File: src/rtl/seg7_scan_ctrl.sv
// Time-multiplexed scan controller for a 4-digit 7-segment display.
// It adds per-slot blanking, frame-aligned data updates, leading-zero blanking and BCD decode.
module seg7_scan_ctrl #(
  parameter int TICK_DIV  = 50000,
  parameter int BLANK_CYC = 500
) (
  input  logic        clk,
  input  logic        rst_n,
  input  logic        en,
  input  logic        load,
  input  logic [15:0] data,
  input  logic [3:0]  dp_in,
  input  logic        lz_en,
  output logic [1:0]  sel,
  output logic [3:0]  digit,
  output logic [6:0]  seg,
  output logic        dp,
  output logic        frame
);

  localparam int CNT_W = $clog2(TICK_DIV);
  localparam logic [CNT_W-1:0] SLOT_LAST  = CNT_W'(TICK_DIV - 1);
  localparam logic [CNT_W-1:0] BLANK_LAST = CNT_W'((BLANK_CYC > 0) ? BLANK_CYC - 1 : 0);

  typedef enum logic [1:0] {IDLE, BLANK, DRIVE} state_t;

  // With no blanking configured, every slot starts straight in DRIVE.
  localparam state_t SLOT_START = (BLANK_CYC == 0) ? DRIVE : BLANK;

  state_t           state;
  logic [CNT_W-1:0] cnt;
  logic [15:0]      active_data, pend_data;
  logic [3:0]       active_dp, pend_dp;
  logic             pend_flag;

  logic [3:0] cur_bcd;
  logic       cur_dp;
  logic       cur_lz;
  logic [6:0] drive_seg;
  logic       boundary;

  function automatic logic [6:0] bcd_to_seg(input logic [3:0] d);
    case (d)
      4'd0:    return 7'b1111110;
      4'd1:    return 7'b0110000;
      4'd2:    return 7'b1101101;
      4'd3:    return 7'b1111001;
      4'd4:    return 7'b0110011;
      4'd5:    return 7'b1011011;
      4'd6:    return 7'b1011111;
      4'd7:    return 7'b1110000;
      4'd8:    return 7'b1111111;
      4'd9:    return 7'b1111011;
      default: return 7'b0000001;
    endcase
  endfunction

  // NOTE: every variable gets a default before the case so no latch is inferred.
  always_comb begin
    cur_bcd = active_data[3:0];
    cur_dp  = active_dp[0];
    cur_lz  = 1'b0;
    case (sel)
      2'd0: begin
        cur_bcd = active_data[15:12];
        cur_dp  = active_dp[3];
        cur_lz  = (active_data[15:12] == 4'd0);
      end
      2'd1: begin
        cur_bcd = active_data[11:8];
        cur_dp  = active_dp[2];
        cur_lz  = (active_data[15:8] == 8'd0);
      end
      2'd2: begin
        cur_bcd = active_data[7:4];
        cur_dp  = active_dp[1];
        cur_lz  = (active_data[15:4] == 12'd0);
      end
      default: begin
        cur_bcd = active_data[3:0];
        cur_dp  = active_dp[0];
        cur_lz  = 1'b0;
      end
    endcase
    drive_seg = (lz_en && cur_lz) ? 7'd0 : bcd_to_seg(cur_bcd);
  end

  assign boundary = en && (state == DRIVE) && (sel == 2'd3) && (cnt == SLOT_LAST);

  // NOTE: sequential state uses non-blocking assignments so every register samples pre-edge values.
  // NOTE: the frame buffers are small registers, so they are reset along with the control state.
  always_ff @(posedge clk or negedge rst_n) begin
    if (!rst_n) begin
      state       <= IDLE;
      cnt         <= '0;
      sel         <= 2'd0;
      digit       <= 4'd0;
      seg         <= 7'd0;
      dp          <= 1'b0;
      frame       <= 1'b0;
      active_data <= 16'd0;
      active_dp   <= 4'd0;
      pend_data   <= 16'd0;
      pend_dp     <= 4'd0;
      pend_flag   <= 1'b0;
    end else begin
      digit <= 4'd0;
      seg   <= 7'd0;
      dp    <= 1'b0;
      frame <= 1'b0;

      // Frame data only changes on the wrap edge, so a frame is never torn.
      if (boundary) begin
        frame     <= 1'b1;
        pend_flag <= 1'b0;
        if (load) begin
          active_data <= data;
          active_dp   <= dp_in;
        end else if (pend_flag) begin
          active_data <= pend_data;
          active_dp   <= pend_dp;
        end
      end else if (load) begin
        if (state == IDLE) begin
          active_data <= data;
          active_dp   <= dp_in;
        end else begin
          pend_data <= data;
          pend_dp   <= dp_in;
          pend_flag <= 1'b1;
        end
      end

      if (!en) begin
        state <= IDLE;
        sel   <= 2'd0;
        cnt   <= '0;
      end else begin
        case (state)
          IDLE: begin
            state <= SLOT_START;
            sel   <= 2'd0;
            cnt   <= '0;
          end
          BLANK: begin
            cnt <= cnt + 1'b1;
            if (cnt == BLANK_LAST) state <= DRIVE;
          end
          DRIVE: begin
            digit <= 4'b1000 >> sel;
            seg   <= drive_seg;
            dp    <= cur_dp;
            if (cnt == SLOT_LAST) begin
              cnt   <= '0;
              sel   <= sel + 2'd1;
              state <= SLOT_START;
            end else begin
              cnt <= cnt + 1'b1;
            end
          end
          default: state <= IDLE;
        endcase
      end
    end
  end

endmodule
File: config.mk
export PLATFORM = sky130hd
export DESIGN_NAME = seg7_scan_ctrl
export DESIGN_NICKNAME = d
export VERILOG_FILES = /design/src/rtl/seg7_scan_ctrl.sv
export SDC_FILE = /design/constraint.sdc
export NUM_CORES = 1
export LEC_CHECK = 0
export BUFFER_PORTS_ARGS = -buffer_cell sky130_fd_sc_hd__buf_4
export CAP_MARGIN = 20
export CORE_MARGIN = 2
export CORE_UTILIZATION = 50
export CTS_CLUSTER_DIAMETER = 50
export DETAILED_ROUTE_END_ITERATION = 10
export HOLD_SLACK_MARGIN = 0.06
export PLACE_DENSITY = 0.69
export SLEW_MARGIN = 10
export SYNTH_ARGS = -nofsm -noshare
export SYNTH_HDL_FRONTEND = slang
export SYNTH_SLANG_ARGS = --single-unit
File: constraint.sdc
create_clock -name clk -period 3.2 [get_ports clk]
set_input_delay 0.64 -clock clk [delete_from_list [all_inputs] [get_ports clk]]
set_output_delay 0.64 -clock clk [all_outputs]
set_load 0.01 [all_outputs]
After elaboration in Yosys (flattened, before gate mapping)
Memory sizes are Yosys's and may differ from the RTL's.
Index checks and enable logic that the tools add are counted.
{"block": "classes", "bitwise": 2, "eq_ne": 12, "n_shift": 1, "mul": 0, "add_sub_neg": 2, "muxes": 34, "n_reduce_logical": 17, "magnitude_cmp": 0, "div_mod_pow": 0}
{"cell": "16-bit 2-to-1 mux", "n": 7}
{"cell": "16-bit case mux with 3 select lines", "n": 1}
{"cell": "4-bit 2-to-1 mux", "n": 7}
{"cell": "7-bit 2-to-1 mux", "n": 3}
{"cell": "16-bit by 1-bit adder with 16-bit output (second input constant)", "n": 1}
{"cell": "16-bit equality test (second input constant)", "n": 1}
{"cell": "16-bit by 9-bit equality test with 1-bit output (second input constant)", "n": 1}
{"cell": "12-bit zero test", "n": 1}
{"cell": "4-bit case mux with 3 select lines", "n": 1}
{"cell": "2-bit 2-to-1 mux", "n": 5}
{"cell": "8-bit zero test", "n": 1}
{"cell": "2-bit equality test (second input constant)", "n": 3}
{"cell": "1-bit 2-to-1 mux", "n": 6}
{"cell": "1-bit case mux with 3 select lines", "n": 2}
{"cell": "2-bit case mux with 3 select lines", "n": 1}
{"cell": "2-bit AND reduction", "n": 3}
{"cell": "3-bit AND reduction", "n": 2}
{"cell": "2-bit nonzero test", "n": 3}
{"cell": "2-bit by 1-bit equality test with 1-bit output (second input constant)", "n": 2}
{"cell": "1-bit logical AND", "n": 4}
{"cell": "2-bit zero test", "n": 2}
{"cell": "4-bit zero test", "n": 1}
{"cell": "4-bit by 1-bit inequality test with 1-bit output (second input constant)", "n": 1}
{"cell": "2-bit case mux with 2 select lines", "n": 1}
{"cell": "7 further kinds", "n": 8}
{"block": "totals", "in_bits": 25, "mem_bits_ro": 112, "elab_cells": 81, "mem_bits_rw": 0, "reg_bits": 74, "latch_bits": 0, "memories": 1}
{"memory": "(no name shown)", "depth": 16, "width": 7, "rd": 1, "rd_clocked_by_memory_dff": 0, "wr": 0, "line": "43", "source": "case (d)"}

Depth between registers and ports, before layout
Gate-level depths: netlist (run 1).
{"block": "logic_depth", "word_depth": 6, "depth_mapped": 9, "depth_no_buf": 9}

Worst setup path before layout (run 1)
OpenSTA, ideal clock, no wires.
{"block": "synth_path", "path_kind": "register -> register", "from": "register state[0]", "to": "register active_data[11]", "period_less_slack_ns": 2.152, "path_buffers": 2, "setup_slack_ns": 1.048, "t_required_ns": 3.075, "t_arrival_ns": 2.027, "setup_ns": 0.125, "stages_incl_launch_ff": 9, "path_cell_list": "dfrtp_1 > inv_1 > ha_1 > buf_2 > nand3_1 > nor4_4 > buf_4 > mux2_1 > mux2_4"}
{"block": "synth_via", "elab_chain_len": 6, "word_cells_on_any_way": 9}
{"element": "start: declaration", "line": "30", "source": "state_t state;"}
{"element": "start signal: assignment", "line": "94", "source": "state <= IDLE;"}
{"element": "start signal: assignment", "line": "135", "source": "state <= IDLE;"}
{"element": "start signal: assignment", "line": "141", "source": "state <= SLOT_START;"}
{"element": "2-bit equality test", "line": "88", "source": "assign boundary = en && (state == DRIVE) && (sel == 2'd3) && (cnt == SLOT_LAST);"}
{"element": "1-bit logical AND (3 in series)", "line": "88"}
{"element": "2-bit nonzero test (no line)"}
{"element": "3-bit AND reduction (no line)"}
{"element": "end signal: assignment", "line": "117", "source": "active_data <= data;"}
{"element": "end signal: assignment", "line": "120", "source": "active_data <= pend_data;"}
{"element": "end signal: assignment", "line": "125", "source": "active_data <= data;"}
{"element": "end: declaration", "line": "32", "source": "logic [15:0] active_data, pend_data;"}
Several ways; a longest one is shown, not always the timed one.
A chain may end at the register's enable or synchronous reset.

Final worst setup path (run 1)
{"block": "layout_path", "from": "register state[0]", "to": "register active_data[12]"}
Same word-level chain as after synthesis.

==> impl_metrics.toml, run 1 <==
[logic_synthesis]
synth_cell_types = 52
synth_flop_cell = "dfrtp_1"
synth.cells.most_frequent = "dfrtp_1, mux2_4, nor2_1"
synth_area_leaders = "dfrtp_1, mux2_4, ha_1"
yosysSeqAreaShare = 0.472
synthArstFlopShare = 1.00
syn_avg_cell_area_um2 = 12.3
synth_edf_count = 0
synthCells = 319
yosysTopAreaCellShare = 0.472
yosys_warnings = 0
syn_nets = 359
ys_ff_latch = 74
synthesis.area_um2 = 3930
yosys.cell_count.top_type = "dfrtp_1"
yosysTopAreaCell = "dfrtp_1"

[global_routing]
met1_usage = 0.272
grt_pass1_vias = 2651
use_met2 = 0.308
antenna_found_initial = 0
overflow = 0
grtUsageMet3 = 0.0521
grt_max_degree = 75
top_usage_layer = "met2"
grt_pass1_wl_um = 13100
grt_util_all_layers = 0.198

[sta]
slew_headroom = 0.370
max_freq_ghz = 0.402
finalHoldViolCount = 0
setup_violations = 0
slew_violations = 0
period_share = 0.778
fin_skew_ns = 0.0113
rsz0062_at_grt = "no"
period_minus_slack_ns = 2.49
tightestPinTransition_ns = 0.945
setup_tns_ns = 0

[clock_tree]
cts_made_buffers = 9
path_clk_slew_ns = 0.08
clockRootBuffer = "clkbuf_8"
post_cts_resized = 0
cts.htree.levels = 3
cts_setup_buffers = 0
clock-sinks = 74
cts_buffer_depth = 2
cts_tree = "built"
hold_buffers = 0
insertion_delay_ns = 0.35

[critical_path]
critPathKind = "reg -> reg"
reg2reg_from = "state[0]"
endpoint_kind = "flop"
crit_arrival_ns = 2.73
startpoint = "state[0]"
worstPathRequired_ns = 3.44
critPathMaxFanout = 20
cp-start-kind = "flop"

[pwr]
p_leak_nw = 2.12
powerDensity_nw_per_um2 = 764
ir_drop_mv = 0.444

[routing]
drt-total-wl_um = 7900
drt-vias-per-instance = 5.59
wl_per_cell_um = 16.9
drc = 0
drt-pass1-iter-count = 7
postRouteAntennaNets = 0
vias = 2614
drtIter0Drc = 121

[final_layout]
final_nets = 401
stdcell_area_um2 = 4500
n_antenna_cell = 0
syn_to_final_growth_pct = 14.7
drive_above_1_share = 0.298

[floorplan]
fp-row-count = 32
ios = 40
die_w_um = 92.6
die_area_um2 = 8570
die_h_um = 92.6
start_util = 0.513
core_area_um2 = 7650

[placement]
place_hpwl_um = 5460
portBuffers = 39
dpl_cell_area_um2 = 4280
gp_congestion = 0.848

[hold_path]
hold_class = "in -> async"

[job]
drv_cap = 0

[status]
outcome = "finished clean"
-- per-layer routing --
metal | wire length (um) | up-vias
met1 | 3580 | 1305
met4 | 131 | 0
met2 | 3870 | 59
met3 | 322 | 14
li1 | - | 1236
met5 | 0 | -
-- logic make-up after synthesis --
kind of cell             Yosys count  share of synthesized area
adder cells (fa/ha/maj)           15                     0.0478
AO/OA/AOI/OAI                     44                     0.0778
buffers and inverters             26                     0.0357
XOR/XNOR                           9                     0.0201
flip-flops                        74                      0.472
multiplexers                      64                      0.214
AND/OR/NAND/NOR                   87                      0.133
-- path summary, 6_finish.rpt --
path	endpoint	cells after the start	slack, ns
min in group clk	pend_dp[0]	1	0.50
max reg2reg	active_data[12]	7	0.71
max	active_data[12]	7	0.71
min reg2reg	pend_dp[0]	1	0.50
min	active_data[6]	1	0.42
max in group asynchronous	cnt[1]	1	2.16
-- layout by cell type, fill, tap and decap left out, types with 2 or more instances in the layout --
cell,n
a21o_1,4
a21oi_1,10
a222oi_1,5
a31oi_1,2
and2_1,2
and3_1,3
and4_1,2
buf_4,42
bufinv_16,2
clkbuf_8,9
clkinv_2,2
clkinvlp_4,2
dfrtp_1,74
ha_1,15
inv_1,15
mux2_1,16
mux2_2,3
mux2_4,35
mux2i_1,10
nand2_1,15
nand3_1,14
nand3b_1,2
nand4_1,8
nor2_1,17
nor2b_1,2
nor3_1,3
nor4_1,5
o211ai_1,2
o21ai_0,11
o31ai_1,4
xnor2_1,3
xor2_1,6
-- per-stage QoR --
| step | hold WS [ns] | power (mW) | cells | worst slack [ns] | util |
|---|---|---|---|---|---|
| floorplan | 0.344 | 2.38 | 319 | 1.05 | - |
| global placement | 0.487 | 2.62 | 452 | 0.797 | 0.560 |
| detailed placement | 0.492 | 2.66 | 452 | 0.718 | 0.560 |
| CTS | 0.453 | 3.47 | 468 | 0.698 | 0.589 |
| global route | 0.506 | 3.64 | 468 | 0.525 | 0.589 |
| finish | 0.418 | 3.44 | 468 | 0.712 | 0.589 |
-- sequential cells by signal, summed over array words and instances (netlist names) --
name and count:
digit 4, active_dp 4, state 2, frame 1
sel 2, pend_dp 4, active_data 16, dp 1
seg 7, pend_flag 1, pend_data 16, cnt 16
-- area by class of cell --
cell class | instances | area, um^2
fillers | 650 | 3150
repair buffers | 42 | 315
multi-input cells | 219 | 1930
clock buffers | 9 | 124
clock inverters | 7 | 93.8
flip-flops and latches | 74 | 1850
well taps | 102 | 128
inverters | 15 | 56.3
-- power breakdown --
part | internal, mW | leakage, nW | switching [mW]
clock network | 0.437 | 0.105 | 0.361
registers | 1.22 | 0.936 | 0.206
logic | 0.650 | 1.07 | 0.564
total | 2.31 | 2.12 | 1.13
-- critical path, cell delays in order, from the launching register on --
cell	delay, ns
dfrtp_1	0.43
inv_1	0.13
ha_1	0.37
nand3_1	0.20
nor4_4	0.27
buf_4	0.33
mux2_1	0.36
mux2_4	0.26
No activity file was read; power rests on OpenSTA's default activity.
==> run 2: changes to the inputs <==
--- a/config.mk
+++ b/config.mk
@@ -12,7 +12,7 @@
 export CTS_CLUSTER_DIAMETER = 50
 export DETAILED_ROUTE_END_ITERATION = 10
 export HOLD_SLACK_MARGIN = 0.06
-export PLACE_DENSITY = 0.69
+export PLACE_DENSITY = 0.72
 export SLEW_MARGIN = 10
 export SYNTH_ARGS = -nofsm -noshare
 export SYNTH_HDL_FRONTEND = slang
==> constraint.sdc (replaced) <==
create_clock -name clk -period 2.2 [get_ports clk]
set_input_delay 0.44 -clock clk [delete_from_list [all_inputs] [get_ports clk]]
set_output_delay 0.44 -clock clk [all_outputs]
set_load 0.01 [all_outputs]
==> run 2 against run 1 <==
Net effect:
- die area did not move
- critical path depth stayed put
- via count grew 3.3%
- clock skew fell by 0.00081 ns
- first-iteration DRC count decreased by 12%
- cell count is 4.9% higher
- combinational power grew 61%
- non-clock buffer count rose by 24
- wire length grew 4.0%
- fmax up 16%
- largest power group unchanged
==> impl_metrics.toml, run 2 (synthesized netlist as in run 1, its figures left out) <==
[pwr]
intPower_mw = 3.70
powerDensity_nw_per_um2 = 1110
p_seq_frac = 0.386
pwr-share-clk = 0.252
power_mw = 5.37
ir_drop_mv = 0.471
p_leak_nw = 2.27
power.switching_mw = 1.67
switching_share = 0.311
comb_power_share = 0.362

[sta]
slew_headroom = 0.646
slew_violations = 0
whs_ns = 0.331
tightestPinTransition_ns = 0.526
fin_skew_ns = 0.0105
setup_violations = 0
period_share = 0.973
finalHoldViolCount = 0
period_minus_slack_ns = 2.14
max_freq_ghz = 0.467
rsz0062_at_grt = "yes"
setup_tns_ns = 0
setup_ws_ns = 0.0592

[placement]
dpl_cell_area_um2 = 4480
dp_worst_setup_slack_ns = 0.0421
portBuffers = 39
place_hpwl_um = 5510
gp_congestion = 0.821
place_inst = 471

[routing]
wl_per_cell_um = 16.7
vias = 2700
drt-pass1-iter-count = 5
drtIter0Drc = 106
drt-total-wl_um = 8220
postRouteAntennaNets = 0
drt-vias-per-instance = 5.50
drc = 0

[clock_tree]
clockRootBuffer = "clkbuf_8"
cts_tree = "built"
clock-sinks = 74
cts.htree.levels = 3
cts_made_buffers = 9
cts_buffer_depth = 2
path_clk_slew_ns = 0.08
insertion_delay_ns = 0.34

[floorplan]
core_area_um2 = 7650
start_util = 0.513
ios = 40
die_area_um2 = 8570
die_h_um = 92.6
fp-row-count = 32
die_w_um = 92.6

[critical_path]
startpoint = "cnt[5]"
critPathMaxFanout = 10
path_cells = "and4b_1 > nand3_2 > nor4_4 > buf_4 > clkbuf_16 > mux2_1 > mux2_4"
setup.worst_path.end = "active_data[7]"
critPathKind = "reg -> reg"
worstPathRequired_ns = 2.43
cpMaxStageDelayCell = "dfrtp_1"
crit_arrival_ns = 2.37
max_stage_delay_ns = 0.45
endpoint_kind = "flop"
cp-start-kind = "flop"
reg2reg_from = "cnt[5]"
r2r_end = "active_data[7]"
r2r_cells = 7
r2r_setup_slack_ns = 0.06

[job]
drv_cap = 0

[final_layout]
n_antenna_cell = 0
final_util = 0.630
final_cell_mix = "dfrtp_1, buf_4, mux2_4, nor2_1, mux2_1"
stdcell_area_um2 = 4820
final_nets = 425
drive_above_1_share = 0.365
largest_registers = "active_data: 16 flops, cnt: 16 flops, pend_data: 16 flops"
layout_commonest_cell = "dfrtp_1"
fin_cells = 491
syn_to_final_growth_pct = 22.8

[global_routing]
overflow = 0
grt_pass1_vias = 2727
grt_max_degree = 41
antenna_found_initial = 0
grt_util_all_layers = 0.202
grt_pass1_wl_um = 13500

[hold_path]
hold_class = "in -> reg"

[status]
outcome = "finished clean"
## run 2: critical path, delay by kind of cell (launching register included)
family                 cells  cell delay, ns
and+or+nand+nor            3            0.63
buffers and inverters      2            0.35
muxes                      2            0.57
DFF                        1            0.45
## run 2: power by group through the flow
stage | Clock (mW) | Sequential, mW | Combinational, mW
after floorplan | 0 | 1.99 | 1.46
after global placement | 0 | 2.07 | 1.86
after detailed placement | 0 | 2.07 | 1.92
after CTS | 1.37 | 2.06 | 1.94
after global routing | 1.43 | 2.12 | 2.16
final | 1.35 | 2.08 | 1.95
## run 2: repair_timing
item / CTS / global route
hold endpoints to repair: 22 / 0
buffers inserted: 0 / 3
hold buffers: 1 / 0
endpoints found under the setup margin: 0 / 19
resized for setup: 0 / 14
## run 2: worst min path at each step
stage / end / slack [ns] / from / cells past startpoint
floorplan: active_data[0] / 0.14 / rst_n / 0
global placement: pend_data[6] / 0.43 / rst_n / 1
detailed placement: pend_data[8] / 0.43 / rst_n / 1
CTS: pend_data[5] / 0.32 / data[5] / 2
global route: pend_data[2] / 0.32 / data[2] / 2
finish: pend_data[5] / 0.33 / data[5] / 2
## run 2: final cells by class
cell class | count | area (um^2)
multi-input cells | 219 | 1960
clock buffers | 9 | 124
repair buffers | 66 | 566
well taps | 102 | 128
inverters | 15 | 56.3
fillers | 597 | 2830
flip-flops and latches | 74 | 1850
clock inverters | 6 | 130
## run 2: layer usage
| metal | global-route usage | wire length, um | vias to the layer above |
|---|---|---|---|
| li1 | - | - | 1280 |
| met1 | 0.270 | 3700 | 1361 |
| met2 | 0.332 | 4110 | 53 |
| met3 | 0.0488 | 335 | 6 |
| met4 | 0.0485 | 70 | 0 |
| met5 | 0 | 0 | - |
==> run 3: changes to the inputs <==
--- a/config.mk
+++ b/config.mk
@@ -5,6 +5,7 @@
 export SDC_FILE = /design/constraint.sdc
 export NUM_CORES = 1
 export LEC_CHECK = 0
+export ABC_AREA = 1
 export BUFFER_PORTS_ARGS = -buffer_cell sky130_fd_sc_hd__buf_4
 export CAP_MARGIN = 20
 export CORE_MARGIN = 2
==> run 3 against run 2 <==
Net effect:
- combinational power shrank 13%
- first-iteration DRC count grew 99%
- clock skew shrank 0.0022 ns
- wire length grew 19%
- setup slack gained 0.16 ns
- core utilization shrank 3.2 points
- area after synthesis grew 9.3%
- cell count grew 52%
- highest routed layer unchanged
- register-to-register slack gained 0.16 ns
- via count grew 45%
- non-clock buffer count shrank 14
- cell area grew 2.5%
==> impl_metrics.toml, run 3 <==
[critical_path]
worstPathRequired_ns = 2.48
r2r_setup_slack_ns = 0.21
r2r_end = "seg[3]"
cpMostUsedCell = "nor2_1"
cp-start-kind = "flop"
max_stage_delay_ns = 0.44
r2r_cells = 10
reg2reg_from = "sel[0]"
path_cells = "inv_1 > ha_1 > nand2_1 > nand2_1 > o22ai_1 > inv_1 > ha_1 > nor2_1 > nor2_1 > nor2_1"
critPathKind = "reg -> reg"
cpLargestDelayFamily = "adder cells"
critPathBufInv = 2
cpMaxStageDelayCell = "dfrtp_2"
endpoint_kind = "flop"
critPathMaxFanout = 6
crit_arrival_ns = 2.27

[routing]
drt-total-wl_um = 9780
vias = 3924
postRouteAntennaNets = 0
drc = 0
drtIter0Drc = 211
drt-vias-per-instance = 5.25
drt-pass1-iter-count = 5
wl_per_cell_um = 13.1

[logic_synthesis]
synth_area_leaders = "dfrtp_1, nand2_1, nor2_1"
yosys.cell_count.top_type = "nand2_1"
synth_cell_types = 32
syn_avg_cell_area_um2 = 7.19
synth_edf_count = 0
ys_ff_latch = 74
synth.cells.most_frequent = "nand2_1, dfrtp_1, nor2_1"
yosysTopAreaCellShare = 0.431
synthesis.area_um2 = 4290
yosys_warnings = 0
yosysSeqAreaShare = 0.431
yosysTopAreaCell = "dfrtp_1"
synthArstFlopShare = 1.00
synthCells = 597
synth_flop_cell = "dfrtp_1"
syn_nets = 637

[final_layout]
final_nets = 677
syn_to_final_growth_pct = 15.1
n_antenna_cell = 0
largest_registers = "active_data: 16 flops, cnt: 16 flops, pend_data: 16 flops"
drive_above_1_share = 0.137
final_cell_mix = "nand2_1, dfrtp_1, nor2_1, buf_4, inv_1"
n_fill_cell = 771
layout_commonest_cell = "nand2_1"

[pwr]
p_leak_nw = 2.61
powerDensity_nw_per_um2 = 998
ir_drop_mv = 0.362

[global_routing]
grt_pass1_vias = 3687
grt_pass1_wl_um = 17000
grt_max_degree = 41
antenna_found_initial = 0
grt_util_all_layers = 0.217
overflow = 0

[clock_tree]
insertion_delay_ns = 0.35
cts_buffer_depth = 2
clockRootBuffer = "clkbuf_8"
cts_setup_buffers = 0
clock-sinks = 74
path_clk_slew_ns = 0.08
cts_tree = "built"
hold_buffers = 0
cts_made_buffers = 9
post_cts_resized = 0
cts.htree.levels = 3

[sta]
setup_violations = 0
max_freq_ghz = 0.504
slew_violations = 0
period_share = 0.902
rsz0062_at_grt = "no"
setup_ws_ns = 0.215
setup_tns_ns = 0
tightestPinTransition_ns = 0.501
finalHoldViolCount = 0
period_minus_slack_ns = 1.99
fin_skew_ns = 0.00831
slew_headroom = 0.666

[hold_path]
hold_class = "in -> async"

[floorplan]
core_area_um2 = 8260
ios = 40
die_w_um = 96.6
fp-row-count = 33
start_util = 0.520
die_h_um = 96.6
die_area_um2 = 9340

[placement]
place_hpwl_um = 7030
portBuffers = 39
gp_congestion = 0.905
dp_worst_setup_slack_ns = 0.0729

[job]
drv_cap = 0

[status]
outcome = "finished clean"
[run 3: area by class of cell]
type | instances | area (um^2) | area share
repair buffers | 52 | 403 | 0.0816
well taps | 105 | 131 | 0.0266
clock buffers | 9 | 124 | 0.0251
flip-flops and latches | 74 | 1850 | 0.375
clock inverters | 7 | 101 | 0.0205
multi-input cells | 443 | 2110 | 0.428
inverters | 57 | 214 | 0.0433
[run 3: how the worst max path moves through the flow]
stage                     startpoint  endpoint  slack [ns]  cells after the start
final                         sel[0]    seg[3]        0.21                     10
after global routing          sel[0]    seg[3]        0.01                     10
after detailed placement      sel[0]    seg[1]        0.07                     10
after global placement        sel[0]    seg[1]        0.10                     10
after floorplan               sel[0]    seg[3]        0.27                     10
after CTS                     sel[0]    seg[1]        0.06                     10
[run 3: logic make-up (layout without fill, tap and decap cells)]
| group | Yosys count | in the layout | share of synthesized area |
|---|---|---|---|
| buf+inv | 80 | 125 | 0.0808 |
| flops | 74 | 74 | 0.431 |
| xor+xnor | 6 | 6 | 0.0122 |
| simple gates | 358 | 358 | 0.352 |
| fa+ha+maj | 15 | 15 | 0.0437 |
| compound gates | 64 | 64 | 0.0799 |
[run 3: power breakdown]
part	total, mW	switching [mW]	internal [mW]
combinational	1.69	1.07	0.621
sequential	2.05	0.279	1.77
clock	1.20	0.551	0.646
total	4.93	1.89	3.03
[run 3: stage by stage]
step                      std cells   util  hold WS [ns]  power, mW  cell area, um^2
after floorplan                 597      -         0.144       3.26             4290
final                           747  0.598        0.0570       4.93             4940
after detailed placement        731  0.568         0.452       3.71             4690
after global routing            747  0.598        0.0971       5.31             4940
after global placement          731  0.568         0.445       3.65             4690
after CTS                       747  0.596        0.0697       4.92             4920
[run 3: per-layer routing]
| metal | wire length, um | GRT usage | vias up |
|---|---|---|---|
| li1 | - | - | 1988 |
| met1 | 4630 | 0.297 | 1811 |
| met2 | 4490 | 0.345 | 109 |
| met3 | 496 | 0.0499 | 16 |
| met4 | 162 | 0.0639 | 0 |
| met5 | 0 | 0 | - |
